--- config.mk ---
export PLATFORM = sky130hd
export DESIGN_NAME = udl_mod_counter_flat
export DESIGN_NICKNAME = d
export VERILOG_FILES = /design/src/rtl/udl_pkg.sv /design/src/rtl/udl_mod_counter_if.sv /design/src/rtl/udl_mod_next.sv /design/src/rtl/udl_mod_counter.sv /design/src/flat_wrapper.sv
export SDC_FILE = /design/constraint.sdc
export NUM_CORES = 1
export LEC_CHECK = 0
export BUFFER_PORTS_ARGS = -buffer_cell sky130_fd_sc_hd__buf_4
export CORE_MARGIN = 2
export CORE_UTILIZATION = 50
export CTS_BUF_LIST = sky130_fd_sc_hd__clkbuf_4
export CTS_CLUSTER_DIAMETER = 200
export DETAILED_ROUTE_END_ITERATION = 8
export PLACE_DENSITY = 0.76
export SYNTH_ARGS = -nofsm -noshare
export SYNTH_HDL_FRONTEND = slang
export SYNTH_HIERARCHICAL = 1
export SYNTH_SLANG_ARGS = --single-unit
--- constraint.sdc ---
create_clock -name clk -period 3.76 [get_ports clk]
set_clock_uncertainty 0.15 [all_clocks]
set_input_delay 0.564 -clock clk [delete_from_list [all_inputs] [get_ports clk]]
set_output_delay 0.564 -clock clk [all_outputs]
set_load 0.01 [all_outputs]
--- src/rtl/udl_pkg.sv ---
// Shared types and helpers for the modulo-N up/down counter.
package udl_pkg;

  typedef enum logic [1:0] {UDL_HOLD, UDL_LOAD, UDL_UP, UDL_DOWN} udl_op_t;

  // Next in-range value of a modulo-mod counter. The wrap compare is done before
  // any arithmetic, so q+1 never overflows past the wrap point.
  function automatic int unsigned udl_wrap_next(input int unsigned q, input logic up,
                                                input int unsigned mod);
    if (up) return (q >= mod - 32'd1) ? 32'd0 : q + 32'd1;
    else    return (q == 32'd0 || q >= mod) ? mod - 32'd1 : q - 32'd1;
  endfunction

endpackage

--- src/rtl/udl_mod_counter_if.sv ---
// Control/data bundle of one counter stage. With UDL_MATCH_EN defined it also
// carries the compare value and the match pulse.
interface udl_mod_counter_if #(parameter int BITS = 6);
  logic            enable;
  logic            up;
  logic            load;
  logic [BITS-1:0] D;
  logic [BITS-1:0] Q;
  logic            co;
  logic            load_err;
`ifdef UDL_MATCH_EN
  logic [BITS-1:0] cmp;
  logic            hit;

  modport master (output enable, up, load, D, cmp, input Q, co, load_err, hit);
  modport slave  (input enable, up, load, D, cmp, output Q, co, load_err, hit);
`else
  modport master (output enable, up, load, D, input Q, co, load_err);
  modport slave  (input enable, up, load, D, output Q, co, load_err);
`endif
endinterface

--- src/rtl/udl_mod_next.sv ---
// Combinational next-count and wrap-point detect for one counting step.
module udl_mod_next
  import udl_pkg::*;
#(
  parameter int BITS = 6,
  parameter int MOD  = 60
) (
  input  logic [BITS-1:0] q,
  input  logic            up,
  output logic [BITS-1:0] q_next,
  output logic            at_wrap
);

  localparam logic [BITS-1:0] MAX = BITS'(MOD - 1);

  assign at_wrap = up ? (q == MAX) : (q == '0);
  assign q_next  = BITS'(udl_wrap_next(32'(q), up, 32'(MOD)));

endmodule

--- src/rtl/udl_mod_counter.sv ---
// Modulo-MOD up/down counter with clamped load, load_err pulse and cascade carry.
// Optional feature: define UDL_MATCH_EN for the cmp input and registered hit pulse.
module udl_mod_counter
  import udl_pkg::*;
#(
  parameter int BITS = 6,
  parameter int MOD  = 60
) (
  input logic              clk,
  input logic              reset,
  udl_mod_counter_if.slave bus
);

  localparam logic [BITS-1:0] MAX = BITS'(MOD - 1);

  if (MOD < 2 || MOD > (1 << BITS)) begin : g_bad_mod
    $error("udl_mod_counter: MOD must satisfy 2 <= MOD <= 2**BITS");
  end

  udl_op_t         op;
  logic [BITS-1:0] q_r, q_d, q_next;
  logic            at_wrap, err_r, err_d;

  udl_mod_next #(.BITS(BITS), .MOD(MOD)) u_next (
    .q      (q_r),
    .up     (bus.up),
    .q_next (q_next),
    .at_wrap(at_wrap)
  );

  always_comb begin
    op = UDL_HOLD;
    if (bus.load)        op = UDL_LOAD;
    else if (bus.enable) op = bus.up ? UDL_UP : UDL_DOWN;
  end

  // Out-of-range loads clamp to the top of the range so Q stays within 0..MOD-1.
  always_comb begin
    q_d   = q_r;
    err_d = 1'b0;
    case (op)
      UDL_LOAD: begin
        if (bus.D > MAX) begin
          q_d   = MAX;
          err_d = 1'b1;
        end else begin
          q_d = bus.D;
        end
      end
      UDL_UP, UDL_DOWN: q_d = q_next;
      default: ;
    endcase
  end

  always_ff @(posedge clk or negedge reset) begin
    if (!reset) begin
      q_r   <= '0;
      err_r <= 1'b0;
    end else begin
      q_r   <= q_d;
      err_r <= err_d;
    end
  end

  assign bus.Q        = q_r;
  assign bus.load_err = err_r;
  // Zero-latency carry so the next cascaded stage steps on the same edge.
  assign bus.co       = bus.enable & ~bus.load & at_wrap;

`ifdef UDL_MATCH_EN
  logic hit_r;
  always_ff @(posedge clk or negedge reset) begin
    if (!reset) hit_r <= 1'b0;
    else        hit_r <= (op == UDL_UP || op == UDL_DOWN) && (q_next == bus.cmp);
  end
  assign bus.hit = hit_r;
`endif

endmodule

--- src/flat_wrapper.sv ---
// flat-port wrapper written by rule: the top's interface ports become plain ports
module udl_mod_counter_flat import udl_pkg::*;
#(
  parameter int BITS = 6,
  parameter int MOD  = 60
)
  (clk, reset, bus_enable, bus_up, bus_load, bus_D, bus_Q, bus_co, bus_load_err);
  udl_mod_counter_if #(.BITS(BITS)) bus_i ();
  input logic clk;
  input logic reset;
  input wire logic [$bits(bus_i.enable)-1:0] bus_enable;
  input wire logic [$bits(bus_i.up)-1:0] bus_up;
  input wire logic [$bits(bus_i.load)-1:0] bus_load;
  input wire logic [$bits(bus_i.D)-1:0] bus_D;
  output wire logic [$bits(bus_i.Q)-1:0] bus_Q;
  output wire logic [$bits(bus_i.co)-1:0] bus_co;
  output wire logic [$bits(bus_i.load_err)-1:0] bus_load_err;
  assign bus_i.enable = bus_enable;
  assign bus_i.up = bus_up;
  assign bus_i.load = bus_load;
  assign bus_i.D = bus_D;
  assign bus_Q = bus_i.Q;
  assign bus_co = bus_i.co;
  assign bus_load_err = bus_i.load_err;
  udl_mod_counter #(.BITS(BITS), .MOD(MOD)) u_core (.clk(clk), .reset(reset), .bus(bus_i));
endmodule
==> run_summary.xml <==
<?xml version="1.0" encoding="UTF-8"?>
<metrics>
  <group name="routing">
    <metric name="drt_drc" unit="">0</metric>
    <metric name="route.antenna.remaining_nets" unit="">0</metric>
    <metric name="drt-total-wl" unit="microns">1669</metric>
    <metric name="detailedRoute.firstIterationViolations" unit="">20</metric>
    <metric name="wire_per_inst" unit="microns">14.77</metric>
    <metric name="total_via_count_in_the_routed_design" unit="">692</metric>
    <metric name="drt_pre_antenna_iters" unit="">4</metric>
    <metric name="drt-vias-per-instance" unit="">6.124</metric>
  </group>
  <group name="layout">
    <metric name="final_core_utilization" unit="%">66.44</metric>
    <metric name="final_nets" unit="">113</metric>
    <metric name="final_layout_size_suffix_gt1_share" unit="%">27.55</metric>
    <metric name="antenna_cells_inserted" unit="">0</metric>
    <metric name="layout.cells.most_common" unit="">sky130_fd_sc_hd__buf_4</metric>
    <metric name="n_fill_cell" unit="">119</metric>
    <metric name="layout-area-overhead-vs-synth" unit="%">22.95</metric>
    <metric name="leading_cell_types_in_the_layout_fill_and_taps_excluded" unit="">18 x sky130_fd_sc_hd__buf_4, 7 x sky130_fd_sc_hd__nand2_1, 7 x sky130_fd_sc_hd__dfrtp_1</metric>
    <metric name="fin_cells" unit="">113</metric>
  </group>
  <group name="global_route">
    <metric name="grt_first_pass_wirelength" unit="microns">2766</metric>
    <metric name="vias_in_the_first_global_route" unit="">644</metric>
    <metric name="globalRoute.totalOverflow" unit="">0</metric>
    <metric name="grt_usage" unit="%">20.47</metric>
    <metric name="antenna_found_initial" unit="">0</metric>
    <metric name="largest_net_degree_at_the_start_of_global_routing" unit="">16</metric>
  </group>
  <group name="floorplanning">
    <metric name="core_area" unit="sq mm">0.001301</metric>
    <metric name="chipHeight" unit="microns">41.50</metric>
    <metric name="core.rowCount" unit="">13</metric>
    <metric name="ios" unit="">19</metric>
    <metric name="initial_utilization" unit="%">54.04</metric>
    <metric name="die_ar" unit="sq mm">0.001722</metric>
    <metric name="fp.dieW" unit="microns">41.50</metric>
  </group>
  <group name="power_and_ir_drop">
    <metric name="leakagePower" unit="uW">0.0003956</metric>
    <metric name="total_power" unit="uW">293.0</metric>
    <metric name="max-vdd-ir-drop" unit="V">0.0002200</metric>
    <metric name="cellPowerDensity" unit="mW/mm^2">338.9</metric>
  </group>
  <group name="outcome">
    <metric name="outcome" unit="">finished clean</metric>
  </group>
  <group name="worst_setup_path">
    <metric name="reg2reg_start" unit="">u_core/bus.Q[0]</metric>
    <metric name="worstSetupStartpoint" unit="">u_core/bus.Q[0]</metric>
    <metric name="timing_worst_setup_path_type" unit="">reg2out</metric>
    <metric name="crit_arrival" unit="ns">1.87</metric>
    <metric name="critPathMaxFanout" unit="">10</metric>
    <metric name="critical_path_required" unit="ns">3.05</metric>
    <metric name="r2r_slack" unit="ns">1.60</metric>
    <metric name="critical-path-slowest-cell" unit="">sky130_fd_sc_hd__dfrtp_1</metric>
    <metric name="critical-path-max-stage-delay" unit="ns">0.46</metric>
    <metric name="worstSetupEndpoint" unit="">bus_co</metric>
    <metric name="worstRegToRegCells" unit="">7</metric>
    <metric name="critical_path.endpoint_type" unit="">output pin</metric>
    <metric name="worstSetupStartpointType" unit="">flip-flop</metric>
    <metric name="rr_endpoint" unit="">u_core/bus.Q[1]</metric>
    <metric name="cell_chain_of_the_critical_path" unit="">inv_1 -&gt; ha_1 -&gt; nor2b_1 -&gt; nand2_1 -&gt; o21ai_0 -&gt; and3b_2 -&gt; buf_4</metric>
  </group>
  <group name="clocking">
    <metric name="clk_pin_slew" unit="ns">0.05</metric>
    <metric name="cts_made_buffers" unit="">3</metric>
    <metric name="cts.htree.levels" unit="">1</metric>
    <metric name="clock_latency" unit="ns">0.25</metric>
    <metric name="tritoncts" unit="">done</metric>
    <metric name="clock_sinks" unit="">7</metric>
    <metric name="ctsLongestPathBuffers" unit="">2</metric>
    <metric name="cts_setup_buffers" unit="">0</metric>
    <metric name="clock_tree.root_cell" unit="">sky130_fd_sc_hd__clkbuf_4</metric>
  </group>
  <group name="timing">
    <metric name="hold_viol_final" unit="">0</metric>
    <metric name="setup_total_negative_slack" unit="ns">0</metric>
    <metric name="max_slew_margin" unit="%">69.11</metric>
    <metric name="rsz_0062_raised_after_global_routing" unit="">no</metric>
    <metric name="timing.final.setup_violations" unit="">0</metric>
    <metric name="timing.final.crit_share" unit="%">68.60</metric>
    <metric name="achievable-frequency" unit="MHz">387.7</metric>
    <metric name="timing_worst_slew_pin_value" unit="ns">0.4633</metric>
    <metric name="slew_viol_final" unit="">0</metric>
    <metric name="finalCriticalPeriod" unit="ns">2.580</metric>
    <metric name="final.hold.worst_slack" unit="ns">0.3897</metric>
  </group>
  <group name="synthesis">
    <metric name="synth_flop_cell" unit="">sky130_fd_sc_hd__dfrtp_1</metric>
    <metric name="synthesis.area_per_instance" unit="sq um">8.790</metric>
    <metric name="syn-instance-count" unit="">80</metric>
    <metric name="synthesized_flop_and_latch_total" unit="">7</metric>
    <metric name="postSynthNetCount" unit="">94</metric>
    <metric name="synth_area_leader_cell" unit="">sky130_fd_sc_hd__dfrtp_1</metric>
    <metric name="total_of_warnings_raised_by_yosys" unit="">6</metric>
    <metric name="synth_edf_count" unit="">0</metric>
    <metric name="synth.top_cell.area_share" unit="%">24.91</metric>
    <metric name="synth_sequential_area_ratio" unit="%">24.91</metric>
    <metric name="synth.top_cells.by_area" unit="">sky130_fd_sc_hd__dfrtp_1 25%, sky130_fd_sc_hd__mux2i_1 7.1%, sky130_fd_sc_hd__ha_1 5.3%, sky130_fd_sc_hd__mux2_4 4.3%, sky130_fd_sc_hd__nand2_1 3.7%</metric>
    <metric name="synth.lib_cells_used.distinct" unit="">36</metric>
    <metric name="fraction_of_synthesis_flops_using_an_asynchronous_set_or_reset_pin" unit="%">100.0</metric>
    <metric name="synth.cell_area" unit="sq um">703.2</metric>
  </group>
  <group name="min_path">
    <metric name="worstHoldPathType" unit="">in2reg</metric>
  </group>
  <group name="job">
    <metric name="maxCapViolCount" unit="">0</metric>
  </group>
  <group name="placed_design">
    <metric name="port_buffers" unit="">18</metric>
    <metric name="gp_routability_congestion" unit="">0.8056</metric>
    <metric name="numPlacedInstances" unit="">108</metric>
    <metric name="dpl.hpwl" unit="microns">1219</metric>
  </group>
</metrics>
==> sequential cells by signal, summed over array words and instances, names as in the netlist <==
name                 flops
u_core/bus.Q             6
u_core/bus.load_err      1
==> cell families after synthesis <==
family                   Yosys count  share of synthesized area [%]
AND/OR/NAND/NOR                   29                          26.52
adder cells (fa/ha/maj)            4                          6.762
buffers and inverters              8                          6.227
multiplexers                       7                          11.39
AO/OA/AOI/OAI                     25                          24.20
flip-flops                         7                          24.91
==> critical path, delay by kind of cell, from the launching register on <==
kind            cells  cell delay [ns]
compound gates      1             0.18
flops               1             0.46
fa+ha+maj           1             0.18
simple gates        3             0.53
buf+inv             2             0.27
==> power breakdown <==
group          switching, uW  internal (uW)  total [uW]
Combinational           51.9           59.4         111
Clock                   25.1           47.5        72.7
Sequential              25.4           83.8         109
Total                    102            191         293
==> worst min path at each step <==
stage | start | to | slack [ns] | cells past startpoint
2_1_floorplan | reset | u_core/bus.Q[0] | 0.12 | 0
3_3_place_gp | reset | u_core/bus.load_err | 0.23 | 1
3_5_place_dp | reset | u_core/bus.Q[2] | 0.23 | 1
4_1_cts | bus_D[5] | u_core/bus.Q[5] | 0.39 | 3
5_1_grt | bus_D[5] | u_core/bus.Q[5] | 0.39 | 3
6_report | bus_D[4] | u_core/bus.Q[4] | 0.39 | 3
==> synthesized netlist by cell type, types with 3 or more instances <==
library cell               count
sky130_fd_sc_hd__dfrtp_1       7
sky130_fd_sc_hd__nand2_1       7
sky130_fd_sc_hd__a21oi_1       5
sky130_fd_sc_hd__mux2i_1       5
sky130_fd_sc_hd__nor2b_1       4
sky130_fd_sc_hd__o21ai_0       4
sky130_fd_sc_hd__ha_1          3
sky130_fd_sc_hd__inv_1         3
sky130_fd_sc_hd__nand4_1       3
sky130_fd_sc_hd__nand4b_1      3
sky130_fd_sc_hd__o211ai_1      3
==> layer usage <==
layer  global-route usage, %  share of wire, %  vias to the layer above
met1                   26.83                45                      319
li1                        -                 -                      343
met3                   3.043               4.3                        4
met5                       0                 0                        -
met4                   13.55               1.9                        0
met2                   30.94                49                       26
==> area by class of cell <==
type                    count  area (sq um)  share of cell area [%]
clock buffers               4         30.03                   3.473
inverters                   3         11.26                   1.302
flip-flops and latches      7         175.2                   20.26
well taps                  15         18.77                   2.171
multi-input cells          65         484.2                   56.01
repair buffers             19         145.1                   16.79
==> through the flow <==
stage               setup slack (ns)  cell area [sq um]
finish                         1.180              864.6
global route                  0.9725              864.6
CTS                            1.192              864.6
detailed placement             1.470              824.5
global placement               1.546              824.5
floorplan                      1.699              703.2
==> repair_timing <==
item | 4_1_cts | 5_1_grt
gates resized for setup | 0 | 0
endpoints found under the hold margin | 7 | 0
hold buffers | 1 | 0
No activity file was read; power rests on OpenSTA's default activity.
